--- src/rtl/rst_release_seq_if.sv ---
// Software reset handshake and domain reset outputs of the reset release sequencer.
interface rst_release_seq_if #(
  parameter int NUM_DOMAINS = 3
);
  logic                   SWREQ;
  logic                   SWACK;
  logic [NUM_DOMAINS-1:0] RN;
  logic                   READY;
  logic [2:0]             STATE;

  modport master (output SWREQ, input SWACK, input RN, input READY, input STATE);
  modport slave  (input SWREQ, output SWACK, output RN, output READY, output STATE);
endinterface

--- src/rtl/rst_release_seq.sv ---
// Asserts domain resets asynchronously; releases them synchronously after a hold
// period, one domain every STAGGER cycles, with a software re-entry handshake.
module rst_release_seq #(
  parameter int SYNC_STAGES = 2,
  parameter int HOLD_CYCLES = 16,
  parameter int NUM_DOMAINS = 3,
  parameter int STAGGER     = 4,
  parameter int CNT_W       = 5
) (
  input  logic             CLK,
  input  logic             R,
  rst_release_seq_if.slave bus
);

  localparam int REL_SPAN  = STAGGER * (NUM_DOMAINS - 1);
  localparam int CNT_NEED  = (HOLD_CYCLES > REL_SPAN) ? HOLD_CYCLES : REL_SPAN;
  localparam int REL_LAST_I = (NUM_DOMAINS > 1) ? REL_SPAN - 1 : 0;
  localparam logic [CNT_W-1:0] HOLD_LAST = CNT_W'(HOLD_CYCLES - 1);
  localparam logic [CNT_W-1:0] REL_LAST  = CNT_W'(REL_LAST_I);

  if (SYNC_STAGES < 2) begin : g_bad_sync
    $error("rst_release_seq: SYNC_STAGES must be >= 2");
  end
  if (HOLD_CYCLES < 1) begin : g_bad_hold
    $error("rst_release_seq: HOLD_CYCLES must be >= 1");
  end
  if (NUM_DOMAINS < 1) begin : g_bad_dom
    $error("rst_release_seq: NUM_DOMAINS must be >= 1");
  end
  if (STAGGER < 1) begin : g_bad_stag
    $error("rst_release_seq: STAGGER must be >= 1");
  end
  if (CNT_W < 1 || CNT_W > 30 || CNT_NEED > (1 << CNT_W) - 1) begin : g_bad_cnt
    $error("rst_release_seq: CNT_W too narrow for HOLD_CYCLES / stagger span");
  end

  typedef enum logic [2:0] {
    ST_ASSERT  = 3'd0,
    ST_HOLD    = 3'd1,
    ST_RELEASE = 3'd2,
    ST_RUN     = 3'd3,
    ST_SWRST   = 3'd4
  } state_t;

  state_t                 state;
  logic [CNT_W-1:0]       cnt;
  logic [NUM_DOMAINS-1:0] rn;
  logic [NUM_DOMAINS-1:0] rel_mask;
  logic                   ready;
  logic                   swack;
  logic [SYNC_STAGES-1:0] sync_chain;
  logic                   sync_out;

  // Release synchroniser: D of the first flop is tied high
  always_ff @(posedge CLK or posedge R) begin
    if (R) sync_chain <= '0;
    else   sync_chain <= {sync_chain[SYNC_STAGES-2:0], 1'b1};
  end

  assign sync_out = sync_chain[SYNC_STAGES-1];

  for (genvar k = 0; k < NUM_DOMAINS; k++) begin : g_rel
    if (k == 0) begin : g_first
      assign rel_mask[k] = 1'b0;
    end else begin : g_next
      assign rel_mask[k] = (cnt == CNT_W'(STAGGER * k - 1));
    end
  end

  always_ff @(posedge CLK or posedge R) begin
    if (R) begin
      state <= ST_ASSERT;
      cnt   <= '0;
      rn    <= '0;
      ready <= 1'b0;
      swack <= 1'b0;
    end else begin
      case (state)
        ST_ASSERT: begin
          if (sync_out) begin
            state <= ST_HOLD;
            cnt   <= '0;
          end
        end
        ST_HOLD: begin
          if (cnt == HOLD_LAST) begin
            cnt   <= '0;
            rn[0] <= 1'b1;
            if (NUM_DOMAINS == 1) begin
              ready <= 1'b1;
              state <= ST_RUN;
            end else begin
              state <= ST_RELEASE;
            end
          end else begin
            cnt <= cnt + 1'b1;
          end
        end
        ST_RELEASE: begin
          rn <= rn | rel_mask;
          if (cnt == REL_LAST) begin
            cnt   <= '0;
            ready <= 1'b1;
            state <= ST_RUN;
          end else begin
            cnt <= cnt + 1'b1;
          end
        end
        ST_RUN: begin
          if (bus.SWREQ) begin
            rn    <= '0;
            ready <= 1'b0;
            swack <= 1'b1;
            state <= ST_SWRST;
          end
        end
        ST_SWRST: begin
          // Leaving SWRST restarts the full hold and stagger sequence
          if (!bus.SWREQ) begin
            swack <= 1'b0;
            cnt   <= '0;
            state <= ST_HOLD;
          end
        end
        default: begin
          state <= ST_ASSERT;
          cnt   <= '0;
          rn    <= '0;
          ready <= 1'b0;
          swack <= 1'b0;
        end
      endcase
    end
  end

  assign bus.RN    = rn;
  assign bus.READY = ready;
  assign bus.SWACK = swack;
  assign bus.STATE = state;

endmodule

--- src/flat_wrapper.sv ---
// flat-port wrapper written by rule: the top's interface ports become plain ports
module rst_release_seq_flat 
#(
  parameter int SYNC_STAGES = 2,
  parameter int HOLD_CYCLES = 16,
  parameter int NUM_DOMAINS = 3,
  parameter int STAGGER     = 4,
  parameter int CNT_W       = 5
)
  (CLK, R, bus_SWREQ, bus_SWACK, bus_RN, bus_READY, bus_STATE);
  rst_release_seq_if #(.NUM_DOMAINS(NUM_DOMAINS)) bus_i ();
  input  logic CLK;
  input  logic R;
  input wire logic [$bits(bus_i.SWREQ)-1:0] bus_SWREQ;
  output wire logic [$bits(bus_i.SWACK)-1:0] bus_SWACK;
  output wire logic [$bits(bus_i.RN)-1:0] bus_RN;
  output wire logic [$bits(bus_i.READY)-1:0] bus_READY;
  output wire logic [$bits(bus_i.STATE)-1:0] bus_STATE;
  assign bus_i.SWREQ = bus_SWREQ;
  assign bus_SWACK = bus_i.SWACK;
  assign bus_RN = bus_i.RN;
  assign bus_READY = bus_i.READY;
  assign bus_STATE = bus_i.STATE;
  rst_release_seq #(.SYNC_STAGES(SYNC_STAGES), .HOLD_CYCLES(HOLD_CYCLES), .NUM_DOMAINS(NUM_DOMAINS), .STAGGER(STAGGER), .CNT_W(CNT_W)) u_core (.CLK(CLK), .R(R), .bus(bus_i));
endmodule
--- config.mk ---
export PLATFORM = sky130hd
export DESIGN_NAME = rst_release_seq_flat
export DESIGN_NICKNAME = d
export VERILOG_FILES = /design/src/rtl/rst_release_seq_if.sv /design/src/rtl/rst_release_seq.sv /design/src/flat_wrapper.sv
export SDC_FILE = /design/constraint.sdc
export NUM_CORES = 1
export LEC_CHECK = 0
export ABC_AREA = 1
export BUFFER_PORTS_ARGS = -buffer_cell sky130_fd_sc_hd__buf_4
export CAP_MARGIN = 20
export CORE_AREA = 3 3 42 44
export CTS_CLUSTER_DIAMETER = 80
export CTS_CLUSTER_SIZE = 10
export DETAILED_ROUTE_END_ITERATION = 8
export DIE_AREA = 0 0 45 47
export GPL_ROUTABILITY_DRIVEN = 0
export PLACE_DENSITY_LB_ADDON = 0.15
export REMOVE_ABC_BUFFERS = 1
export SKIP_LAST_GASP = 1
export SLEW_MARGIN = 30
export SYNTH_ARGS = -nofsm -noshare
export SYNTH_HDL_FRONTEND = slang
export SYNTH_SLANG_ARGS = --single-unit
--- constraint.sdc ---
create_clock -name CLK -period 4.5 [get_ports CLK]
set_input_delay 0 -clock CLK [delete_from_list [all_inputs] [get_ports CLK]]
set_output_delay 0 -clock CLK [all_outputs]
set_load 0.02 [all_outputs]
==> summary.txt <==
Setup path
  – CP max stage delay: 0.43 ns
  – Critical Path RT: 4.68 ns
  – CP endpoint kind: flop
  – R2R cell count: 12
  – Critical path class: reg -> reg
  – Largest delay contributor family on the critical path: simple AND/OR/NAND/NOR gates
  – CP cell instances: ha_1 -> nand2_1 -> inv_1 -> nand2_1 -> inv_1 -> ha_1 -> inv_1 -> nand3_1 -> nand2_2 -> inv_4 -> nand3_1 -> nand2_1
  – Slowest cell on crit path: dfrtp_1
  – Worst R2R Setup Slack: 2.80 ns
  – Crit path buf inv count: 4
  – Crit path launch type: flop
  – Crit path DAT: 1.88 ns
  – CP Max Fanout: 5
  – R2R Path Start: u_core.cnt[0]
  – Critical register-to-register path endpoint: u_core.bus.STATE[1]

Logic synthesis
  – Synth Area in Simple Gates: 32.2%
  – Post-synthesis compound-gate area fraction: 8.92%
  – Top-area cell type share of the netlist area: 44.6%
  – Synthesized flop and latch total: 15
  – Largest family of logic cells by synthesized area: simple AND/OR/NAND/NOR gates
  – Synth top area cells: dfrtp_1, nand2_1, nand3_1, inv_1, ha_1
  – Post-Synth XOR/XNOR Area: 1.04%
  – Synth async-reset ratio: 100%
  – Cell with the most instances after synthesis: nand2_1
  – Post-synth top area cell: dfrtp_1
  – Area share of fa/ha/maj cells after synthesis: 4.46%
  – Library cells used by synthesis: 26
  – Synth Warn #: 0
  – Avg Inst Size Synth: 8.26 um^2
  – Post-synthesis sequential area ratio: 44.6%
  – Post-synthesis instance total: 102
  – Mux share of post-synthesis cell area: 0%
  – Post-synth top cells: nand2_1, dfrtp_1, inv_1, nand3_1, nor2_1
  – Mapped Area: 842 um^2
  – Ys flop type: dfrtp_1
  – Number of flops mapped to enable cells by yosys: 0

Floorplan
  – Row cnt: 14
  – Core area: 1470 um^2
  – Die area: 2120 um^2
  – Starting density of the core: 57.2%
  – Die span in x: 45 um
  – Die Y-Extent: 47 um
  – # IOs: 11

Power
  – Total power: 0.000608 W
  – Switch Pwr: 0.000284 W
  – Switching portion of total power: 46.6%
  – Internal power: 0.000325 W
  – Cell area power density: 637 nW/um^2
  – Leakage: 0.504 nW
  – Share of total power in combinational logic: 50.0%
  – VDD IR max: 0.330 mV
  – Clk pwr share: 12.5%
  – Sequential share of power: 37.4%

Global route
  – Vias in the first global route: 582
  – Total track usage: 16.1%
  – Initial antenna violation count: 0
  – Largest net degree at the start of global routing: 16
  – First-pass GRT wire length: 2.43 mm
  – Remaining Overflow, GRT: 0

Layout
  – Area grow syn2layout: 13.4%
  – Post-route cell area: 955 um^2
  – Fillers: 130
  – Share of post-route cells with drive strength above 1: 23.5%
  – Final nets: 122
  – Ant diodes: 0

Route
  – Avg WL per Cell: 11.7 um
  – Initial DRT Pass Iterations: 7
  – DRC Markers: 0
  – Via count: 662
  – Vias per cell: 5.05
  – Post-DRT Antenna Nets: 0
  – First DRT Iteration DRCs: 4
  – Final WL: 1.53 mm

STA
  – RSZ-0062 raised after global routing: false
  – Final setup violating endpoints: 0
  – Slew at the pin with the worst max-slew slack: 0.569 ns
  – Setup Skew: 0.00362 ns
  – Final period util: 37.9%
  – Fin Setup TNS: 0 ns
  – Final hold vios: 0
  – Fin. max-slew vios: 0
  – Relative slew slack: 62.0%
  – Final min period: 1.70 ns
  – Fmax: 587 MHz

CTS
  – Worst-path clk slew: 0.09 ns
  – CTS Root Cell: clkbuf_4
  – H-tree levels: 1
  – CTS tree: yes
  – Setup repair bufs after CTS: 0
  – CTS Buffer Depth: 2
  – Clk sinks: 15
  – Skew-Pair Late Insertion Delay: 0.28 ns
  – Cts bufs inserted: 3

Placement
  – Buffers on Ports: 10
  – Hpwl dp: 1.14 mm
  – Area after DPL: 918 um^2

Outcome
  – Outcome: completed

Worst hold path
  – WHS Endpoint: u_core.bus.STATE[2]
  – Hold depth: 3
  – Hold crit path type: in -> reg
  – Min-delay src: bus_SWREQ

Run
  – Max cap viols: 0
[per-stage QoR]
step	worst slack [ns]	instances	utilization, %	hold slack, ns
2_1_floorplan	2.94	100	-	-0.0985
3_3_place_gp	2.88	126	62.4	0.0854
3_5_place_dp	2.82	126	62.4	0.0948
4_1_cts	2.80	131	64.9	0.0376
5_1_grt	2.67	131	64.9	0.0413
6_report	2.80	131	64.9	0.0395
[worst reg2reg max path, delay by kind of cell, from the launching register on]
family                   cells  cell delay, ns
adder cells (fa/ha/maj)      2            0.42
buffers and inverters        4            0.24
flip-flops                   1            0.43
AND/OR/NAND/NOR              6            0.52
[flip-flops by register name, summed over array words and instances, names as in the netlist]
name               cells
u_core.sync_chain      2
u_core.cnt             5
u_core.bus.READY       1
u_core.bus.SWACK       1
u_core.bus.STATE       3
u_core.bus.RN          3
[worst max path at each step]
stage                              from                  end  slack (ns)  depth (start not counted)
after floorplan           u_core.cnt[0]  u_core.bus.STATE[0]        2.94                         12
after global placement    u_core.cnt[0]  u_core.bus.STATE[1]        2.88                         12
after detailed placement  u_core.cnt[0]  u_core.bus.STATE[1]        2.82                         12
after CTS                 u_core.cnt[0]  u_core.bus.STATE[1]        2.80                         12
after global routing      u_core.cnt[0]  u_core.bus.STATE[1]        2.67                         13
final                     u_core.cnt[0]  u_core.bus.STATE[1]        2.80                         12
[power groups by stage]
stage | sequential [W] | clock [W] | combinational (W)
final | 0.000228 | 0.0000762 | 0.000304
after detailed placement | 0.000229 | 0 | 0.000305
after floorplan | 0.000249 | 0 | 0.000198
after global routing | 0.000233 | 0.0000852 | 0.000338
after global placement | 0.000227 | 0 | 0.000303
after CTS | 0.000226 | 0.0000790 | 0.000308
[per-layer routing]
metal	part of all wire, %	wire, um	GRT usage, %	vias up
met3	3.8	59	2.30	4
met2	43	653	23.4	17
li1	-	-	-	350
met4	2.3	36	10.5	0
met1	51	785	22.2	291
met5	0	0	0	-
[placed cells by master (no fill, tap or decap)]
cell type | synthesis | layout
a21o_1 | 1 | 1
a21oi_1 | 1 | 1
buf_4 | 1 | 10
clkbuf_1 | 0 | 1
clkbuf_4 | 0 | 3
conb_1 | 1 | 1
dfrtp_1 | 15 | 15
dlygate4sd3_1 | 0 | 1
ha_1 | 3 | 3
inv_1 | 11 | 11
inv_2 | 1 | 1
inv_4 | 1 | 1
nand2_1 | 27 | 27
nand2_2 | 2 | 2
nand2_4 | 2 | 2
nand3_1 | 9 | 9
nand3_2 | 2 | 2
nand3b_1 | 1 | 1
nand4_1 | 1 | 1
nor2_1 | 7 | 7
nor2_2 | 3 | 3
nor2_4 | 1 | 1
o211ai_1 | 1 | 1
o21a_1 | 1 | 1
o21ai_0 | 4 | 4
o21ai_1 | 2 | 2
o21ai_2 | 2 | 2
xor2_1 | 1 | 1
[cells by family (layout without fill, tap and decap cells)]
kind of cell / after synthesis / in the layout
AO/OA/AOI/OAI: 12 / 12
XOR/XNOR: 1 / 1
adder cells (fa/ha/maj): 3 / 3
buffers and inverters: 15 / 28
flip-flops: 15 / 15
other: 1 / 1
AND/OR/NAND/NOR: 55 / 55
[layout make-up]
class	count	area [um^2]	share of cell area (%)
Timing Repair Buffer	11	85.1	8.91
Inverter	13	51.3	5.37
Sequential cell	15	375	39.3
Multi-Input combinational cell	72	397	41.5
Tap cell	16	20.0	2.10
Clock buffer	4	26.3	2.75
[timing repair]
| item | 4_1_cts | 5_1_grt |
|---|---|---|
| gates resized for setup | 0 | 0 |
| endpoints found under the setup margin | 0 | 0 |
| hold buffers | 1 | 0 |
| endpoints found under the hold margin | 15 | 0 |
No activity file was read; power rests on OpenSTA's default activity.
